**src/rtl/sap_memory_if.sv**
```systemverilog
// sap_memory_if: W-bus, controller strobe and loader handshake signals for the
// SAP-1 memory stage.
//   master : controller / loader side (drives strobes, bus_in, loader bytes)
//   slave  : sap_memory side (drives bus_out/bus_oe, ld_ready/ld_done, mar_q, busy)
interface sap_memory_if #(
  parameter int WIDTH = 8
);
  logic             n_lm;
  logic             n_ce;
  logic [WIDTH-1:0] bus_in;
  logic [WIDTH-1:0] bus_out;
  logic             bus_oe;
  logic             prog;
  logic             ld_valid;
  logic [WIDTH-1:0] ld_data;
  logic             ld_ready;
  logic             ld_done;
  logic [3:0]       mar_q;
  logic             busy;

  modport master (
    output n_lm, n_ce, bus_in, prog, ld_valid, ld_data,
    input  bus_out, bus_oe, ld_ready, ld_done, mar_q, busy
  );

  modport slave (
    input  n_lm, n_ce, bus_in, prog, ld_valid, ld_data,
    output bus_out, bus_oe, ld_ready, ld_done, mar_q, busy
  );
endinterface

```
**src/rtl/sap_memory.sv**
```systemverilog
// sap_memory: SAP-1 memory address register plus 16x8 RAM, with a program
// loader FSM that writes RAM through a valid/ready byte handshake while the
// CPU is held off the bus (busy=1).
// Ports:
//   clk      : clock, all state on posedge
//   rst      : synchronous active-high reset
//   io       : sap_memory_if.slave
//              n_lm/n_ce active-low MAR load / RAM output enable,
//              bus_in (MAR takes [3:0]), bus_out = mem[mar_q], bus_oe,
//              prog level request, ld_valid/ld_data/ld_ready byte handshake,
//              ld_done, mar_q, busy
// Build option:
//   SAP_MEM_CLEAR_EN : adds a CLEAR state that zeroes all 16 words after
//                      reset (16 cycles, busy=1). Undefined: RAM survives reset.
module sap_memory #(
  parameter int DEPTH = 16,
  parameter int WIDTH = 8
) (
  input logic          clk,
  input logic          rst,
  sap_memory_if.slave  io
);
  localparam int AW = 4;
  localparam logic [AW-1:0] LAST = AW'(DEPTH - 1);

  typedef enum logic [1:0] {
    S_RUN   = 2'd0,
    S_LOAD  = 2'd1,
    S_DONE  = 2'd2
`ifdef SAP_MEM_CLEAR_EN
    , S_CLEAR = 2'd3
`endif
  } state_t;

  state_t           state, state_nx;
  logic [AW-1:0]    wcnt;
  logic [AW-1:0]    mar;
  logic [WIDTH-1:0] mem [DEPTH];

  logic             we;
  logic [WIDTH-1:0] wdata;

  // MAR only uses the low nibble of the bus
  logic unused_bus_hi;
  assign unused_bus_hi = ^io.bus_in[WIDTH-1:AW];

  // state register
  always_ff @(posedge clk) begin
    if (rst) begin
`ifdef SAP_MEM_CLEAR_EN
      state <= S_CLEAR;
`else
      state <= S_RUN;
`endif
    end else begin
      state <= state_nx;
    end
  end

  // next state
  always_comb begin
    state_nx = state;
    case (state)
      S_RUN:  if (io.prog) state_nx = S_LOAD;
      // dropping prog wins over a final write; the partial load is kept
      S_LOAD: begin
        if (!io.prog)                        state_nx = S_RUN;
        else if (io.ld_valid && wcnt == LAST) state_nx = S_DONE;
      end
      S_DONE: if (!io.prog) state_nx = S_RUN;
`ifdef SAP_MEM_CLEAR_EN
      S_CLEAR: if (wcnt == LAST) state_nx = S_RUN;
`endif
      default: state_nx = S_RUN;
    endcase
  end

  // outputs
  always_comb begin
    io.ld_ready = (state == S_LOAD);
    io.ld_done  = (state == S_DONE);
    io.busy     = (state != S_RUN);
    io.bus_oe   = (state == S_RUN) && !io.n_ce;
    io.bus_out  = mem[mar];
    io.mar_q    = mar;
  end

  // RAM write port: loader bytes in LOAD, zeros in CLEAR
  always_comb begin
    we    = (state == S_LOAD) && io.ld_valid;
    wdata = io.ld_data;
`ifdef SAP_MEM_CLEAR_EN
    if (state == S_CLEAR) begin
      we    = 1'b1;
      wdata = '0;
    end
`endif
  end

  // no write in a reset cycle, so a reset aborts a session cleanly
  always_ff @(posedge clk) begin
    if (!rst && we) mem[wcnt] <= wdata;
  end

  // write counter: restarts on each load session, steps on every write
  always_ff @(posedge clk) begin
    if (rst)                           wcnt <= '0;
    else if (state == S_RUN && io.prog) wcnt <= '0;
    else if (we)                       wcnt <= wcnt + 1'b1;
  end

  // MAR: prog beats n_lm in RUN; leaving DONE rewinds to address 0
  always_ff @(posedge clk) begin
    if (rst) mar <= '0;
    else begin
      case (state)
        S_RUN:  if (!io.prog && !io.n_lm) mar <= io.bus_in[AW-1:0];
        S_DONE: if (!io.prog)             mar <= '0;
        default: ;
      endcase
    end
  end
endmodule

```
**src/flat_wrapper.sv**
```systemverilog
// flat-port wrapper written by rule: the top's interface ports become plain ports
module sap_memory_flat 
#(
  parameter int DEPTH = 16,
  parameter int WIDTH = 8
)
  (clk, rst, io_n_lm, io_n_ce, io_bus_in, io_prog, io_ld_valid, io_ld_data, io_bus_out, io_bus_oe, io_ld_ready, io_ld_done, io_mar_q, io_busy);
  sap_memory_if #(.WIDTH(WIDTH)) io_i ();
  input logic clk;
  input logic rst;
  input wire logic [$bits(io_i.n_lm)-1:0] io_n_lm;
  input wire logic [$bits(io_i.n_ce)-1:0] io_n_ce;
  input wire logic [$bits(io_i.bus_in)-1:0] io_bus_in;
  input wire logic [$bits(io_i.prog)-1:0] io_prog;
  input wire logic [$bits(io_i.ld_valid)-1:0] io_ld_valid;
  input wire logic [$bits(io_i.ld_data)-1:0] io_ld_data;
  output wire logic [$bits(io_i.bus_out)-1:0] io_bus_out;
  output wire logic [$bits(io_i.bus_oe)-1:0] io_bus_oe;
  output wire logic [$bits(io_i.ld_ready)-1:0] io_ld_ready;
  output wire logic [$bits(io_i.ld_done)-1:0] io_ld_done;
  output wire logic [$bits(io_i.mar_q)-1:0] io_mar_q;
  output wire logic [$bits(io_i.busy)-1:0] io_busy;
  assign io_i.n_lm = io_n_lm;
  assign io_i.n_ce = io_n_ce;
  assign io_i.bus_in = io_bus_in;
  assign io_i.prog = io_prog;
  assign io_i.ld_valid = io_ld_valid;
  assign io_i.ld_data = io_ld_data;
  assign io_bus_out = io_i.bus_out;
  assign io_bus_oe = io_i.bus_oe;
  assign io_ld_ready = io_i.ld_ready;
  assign io_ld_done = io_i.ld_done;
  assign io_mar_q = io_i.mar_q;
  assign io_busy = io_i.busy;
  sap_memory #(.DEPTH(DEPTH), .WIDTH(WIDTH)) u_core (.clk(clk), .rst(rst), .io(io_i));
endmodule
```
**config.mk**
```make
export PLATFORM = sky130hd
export DESIGN_NAME = sap_memory_flat
export DESIGN_NICKNAME = d
export VERILOG_FILES = /design/src/rtl/sap_memory_if.sv /design/src/rtl/sap_memory.sv /design/src/flat_wrapper.sv
export SDC_FILE = /design/constraint.sdc
export NUM_CORES = 1
export LEC_CHECK = 0
export BUFFER_PORTS_ARGS = -buffer_cell sky130_fd_sc_hd__clkbuf_2
export CAP_MARGIN = 20
export CORE_ASPECT_RATIO = 0.75
export CORE_UTILIZATION = 40
export CTS_CLUSTER_SIZE = 40
export DETAILED_ROUTE_END_ITERATION = 6
export MAX_ROUTING_LAYER = met4
export SLEW_MARGIN = 15
export SYNTH_ARGS = -nofsm -noshare
export SYNTH_HDL_FRONTEND = slang
export SYNTH_SLANG_ARGS = --single-unit
```
**constraint.sdc**
```tcl
create_clock -name clk -period 4.83 [get_ports clk]
set_input_delay 0.2415 -clock clk [delete_from_list [all_inputs] [get_ports clk]]
set_output_delay 0.2415 -clock clk [all_outputs]
set_load 0.005 [all_outputs]
```
==> flow_summary.yaml <==
place:
  numPortBuffers: 33
  dp_hpwl_um: 7190
  place.gp.congestion: 0.794
  dp.cells: 481
setup_path:
  worstReg2RegEnd: "u_core.mem[8][0]$_DFFE_PP_"
  end_kind: "primary output"
  critPathCapture: "io_bus_out[4]"
  reg2reg_from: "u_core.state[0]$_SDFFE_PP0P_"
  crit_type: "reg2out"
  reg2regPathDepth: 3
  crit_fanout: 17
  worstPathArrival_ps: 2600
  ff2ff_setup_slack_ps: 2680
  required_ps: 4590
  critPathLaunchType: "flop"
floorplanning:
  die_w_um: 138
  die_h_um: 104
  die_area_um2: 14400
  core_area_um2: 13300
  rows: 36
  io_pins: 38
  start_util_pct: 41.9
clock_tree:
  clockBufferDepth: 2
  worstSkewPairLatency_ps: 410
  numCtsBuffers: 17
  hold_buffers: 0
  cts_setup_buffers: 0
  cts.sinks: 142
  cts_root_buf: "clkbuf_16"
  htree_levels: 4
  clk_pin_slew_ps: 60
  ctsResizeCount: 0
  cts_tree: "yes"
synthesis:
  synth-edff-count: 128
  synth_seq_area_share_pct: 74.0
  postSynthRegisterBits: 142
  synthDistinctLibCells: 34
  synth_top_area_cell: "edfxtp_1"
  postSynthAreaPerCell_um2: 19.5
  syn_nets: 312
  postSynth.asyncResetShare_pct: 0
  synth.area.top_cells: "edfxtp_1, mux4_2, mux4_1, dfxtp_1, a22oi_1"
  ys_warn_count: 0
  synth_cells: 286
  ys_top_cells_by_count: "edfxtp_1, mux4_2, nor2_1"
  synth_top_cell_area_share_pct: 69.0
  synth_area_um2: 5570
  yosysMostFrequentCell: "edfxtp_1"
  synth_flop_cell: "edfxtp_1"
layout:
  regArea_um2: 4130
  layoutNonFillerInstCount: 514
  fin_nets: 355
  multi_input_area_um2: 1340
  drive_gt1_share_pct: 25.1
  final_core_util_pct: 48.9
  fillers: 1080
  area_growth_pct: 16.7
drt:
  wl_per_cell_um: 21.9
  via_per_inst: 5.56
  dr.first_iter.drc_count: 251
  routed_wl_um: 11200
  drc: 4
  ant_nets: 0
  num_vias: 2860
  firstDrtPassIters: 7
outcome:
  violations: "DRC"
  outcome: "complete, but fails checks"
power_and_ir_drop:
  leakagePower_nw: 2.13
  ir_drop_uv: 209
  cellPowerDensity_nw_per_um2: 426
timing:
  finalHoldViolations: 0
  worst_slew_pin_slew_ps: 1070
  slew_headroom_pct: 28.7
  setup_tns_ps: 0
  fin_crit_ps: 2840
  period_share_pct: 58.8
  rsz0062_at_grt: "no"
  drv_slew: 0
  setup_viol: 0
  fin_skew_ps: 6.00
  hold_slack_ps: 108
  timing.fmax_mhz: 352
global_routing:
  antenna_found_initial: 1
  grt_use_total_pct: 17.2
  grt_pass1_vias: 2960
  grt_max_degree: 18
  grt_pass1_wl_um: 17100
  overflow: 0
min_path:
  hold_class: "in2reg"
flow_run:
  drv_cap: 0
-- power by group --
| group | total, mW | switching, mW | internal, mW |
|---|---|---|---|
| Combinational | 0.0931 | 0.0523 | 0.0408 |
| Clock | 1.32 | 0.471 | 0.853 |
| Sequential | 1.35 | 0.00834 | 1.34 |
-- final cells by class --
| cell class | count | area share, % |
|---|---|---|
| multi-input combinational | 127 | 20.7 |
| timing repair buffer | 37 | 3.00 |
| antenna | 1 | 0.0385 |
| clock inverter | 14 | 2.68 |
| clock buffer | 18 | 6.60 |
| sequential | 142 | 63.5 |
| inverter | 4 | 0.231 |
| tap | 171 | 3.29 |
-- flip-flops by register name (all words and copies together) (netlist names), named ones only --
signal and cells:
u_core.io.mar_q 4, u_core.mem 128, u_core.state 2, u_core.wcnt 4
-- metal layers --
metal / part of all wire (%) / track usage [%]
met1: 45 / 22.2
met2: 48 / 25.9
met4: 0.90 / 5.62
met5: 0 / -
met3: 6.3 / 5.66
-- placed cells by master, fill, tap and decap left out, types with 2 or more instances in the layout --
cell / n
bufinv_16: 4
clkbuf_16: 17
a22oi_1: 16
nand3_1: 2
clkinv_1: 5
mux4_2: 18
dfxtp_1: 13
a21oi_1: 7
nor3_2: 2
nand4_1: 4
o21ai_0: 5
ha_1: 4
nor3_1: 2
clkinvlp_4: 4
nand2b_1: 5
inv_1: 4
nor2b_1: 3
clkbuf_2: 33
edfxtp_1: 128
buf_4: 4
nand2_1: 15
mux4_1: 14
nor2_1: 17
-- stage by stage --
stage	total power, mW	cell area, um^2	worst slack, ps
global placement	1.47	5890	2340
floorplan	1.43	5570	2960
global route	2.85	6500	1780
finish	2.77	6500	1990
detailed placement	1.47	5890	2290
CTS	2.79	6500	1840
-- worst max-delay path: stages (launching register included) --
cell      delay [ps]
dfxtp_2          680
buf_4            420
mux4_1           610
a22oi_1          250
nand2_1          110
clkbuf_2         130
-- how the worst min path moves through the flow --
stage / cells after the start / slack, ps / to / from
finish: 3 / 110 / flop / io_bus_in[0]
CTS: 3 / 90 / u_core.io.mar_q[3]$_SDFFE_PP0P_ / io_bus_in[3]
floorplan: 1 / 320 / flop / rst
global placement: 2 / 490 / flop / u_core.io.mar_q[0]$_SDFFE_PP0P_
detailed placement: 2 / 490 / flop / u_core.io.mar_q[0]$_SDFFE_PP0P_
global route: 3 / 90 / u_core.io.mar_q[3]$_SDFFE_PP0P_ / io_bus_in[3]
-- kinds of logic after synthesis --
family / Yosys count / share of synthesized area [%]
compound gates: 30 / 3.50
xor+xnor: 2 / 0.315
fa+ha+maj: 4 / 0.899
buf+inv: 17 / 2.02
flops: 142 / 74.0
mux: 32 / 13.9
simple gates: 59 / 5.35
Power figures use the tool's default switching activity.
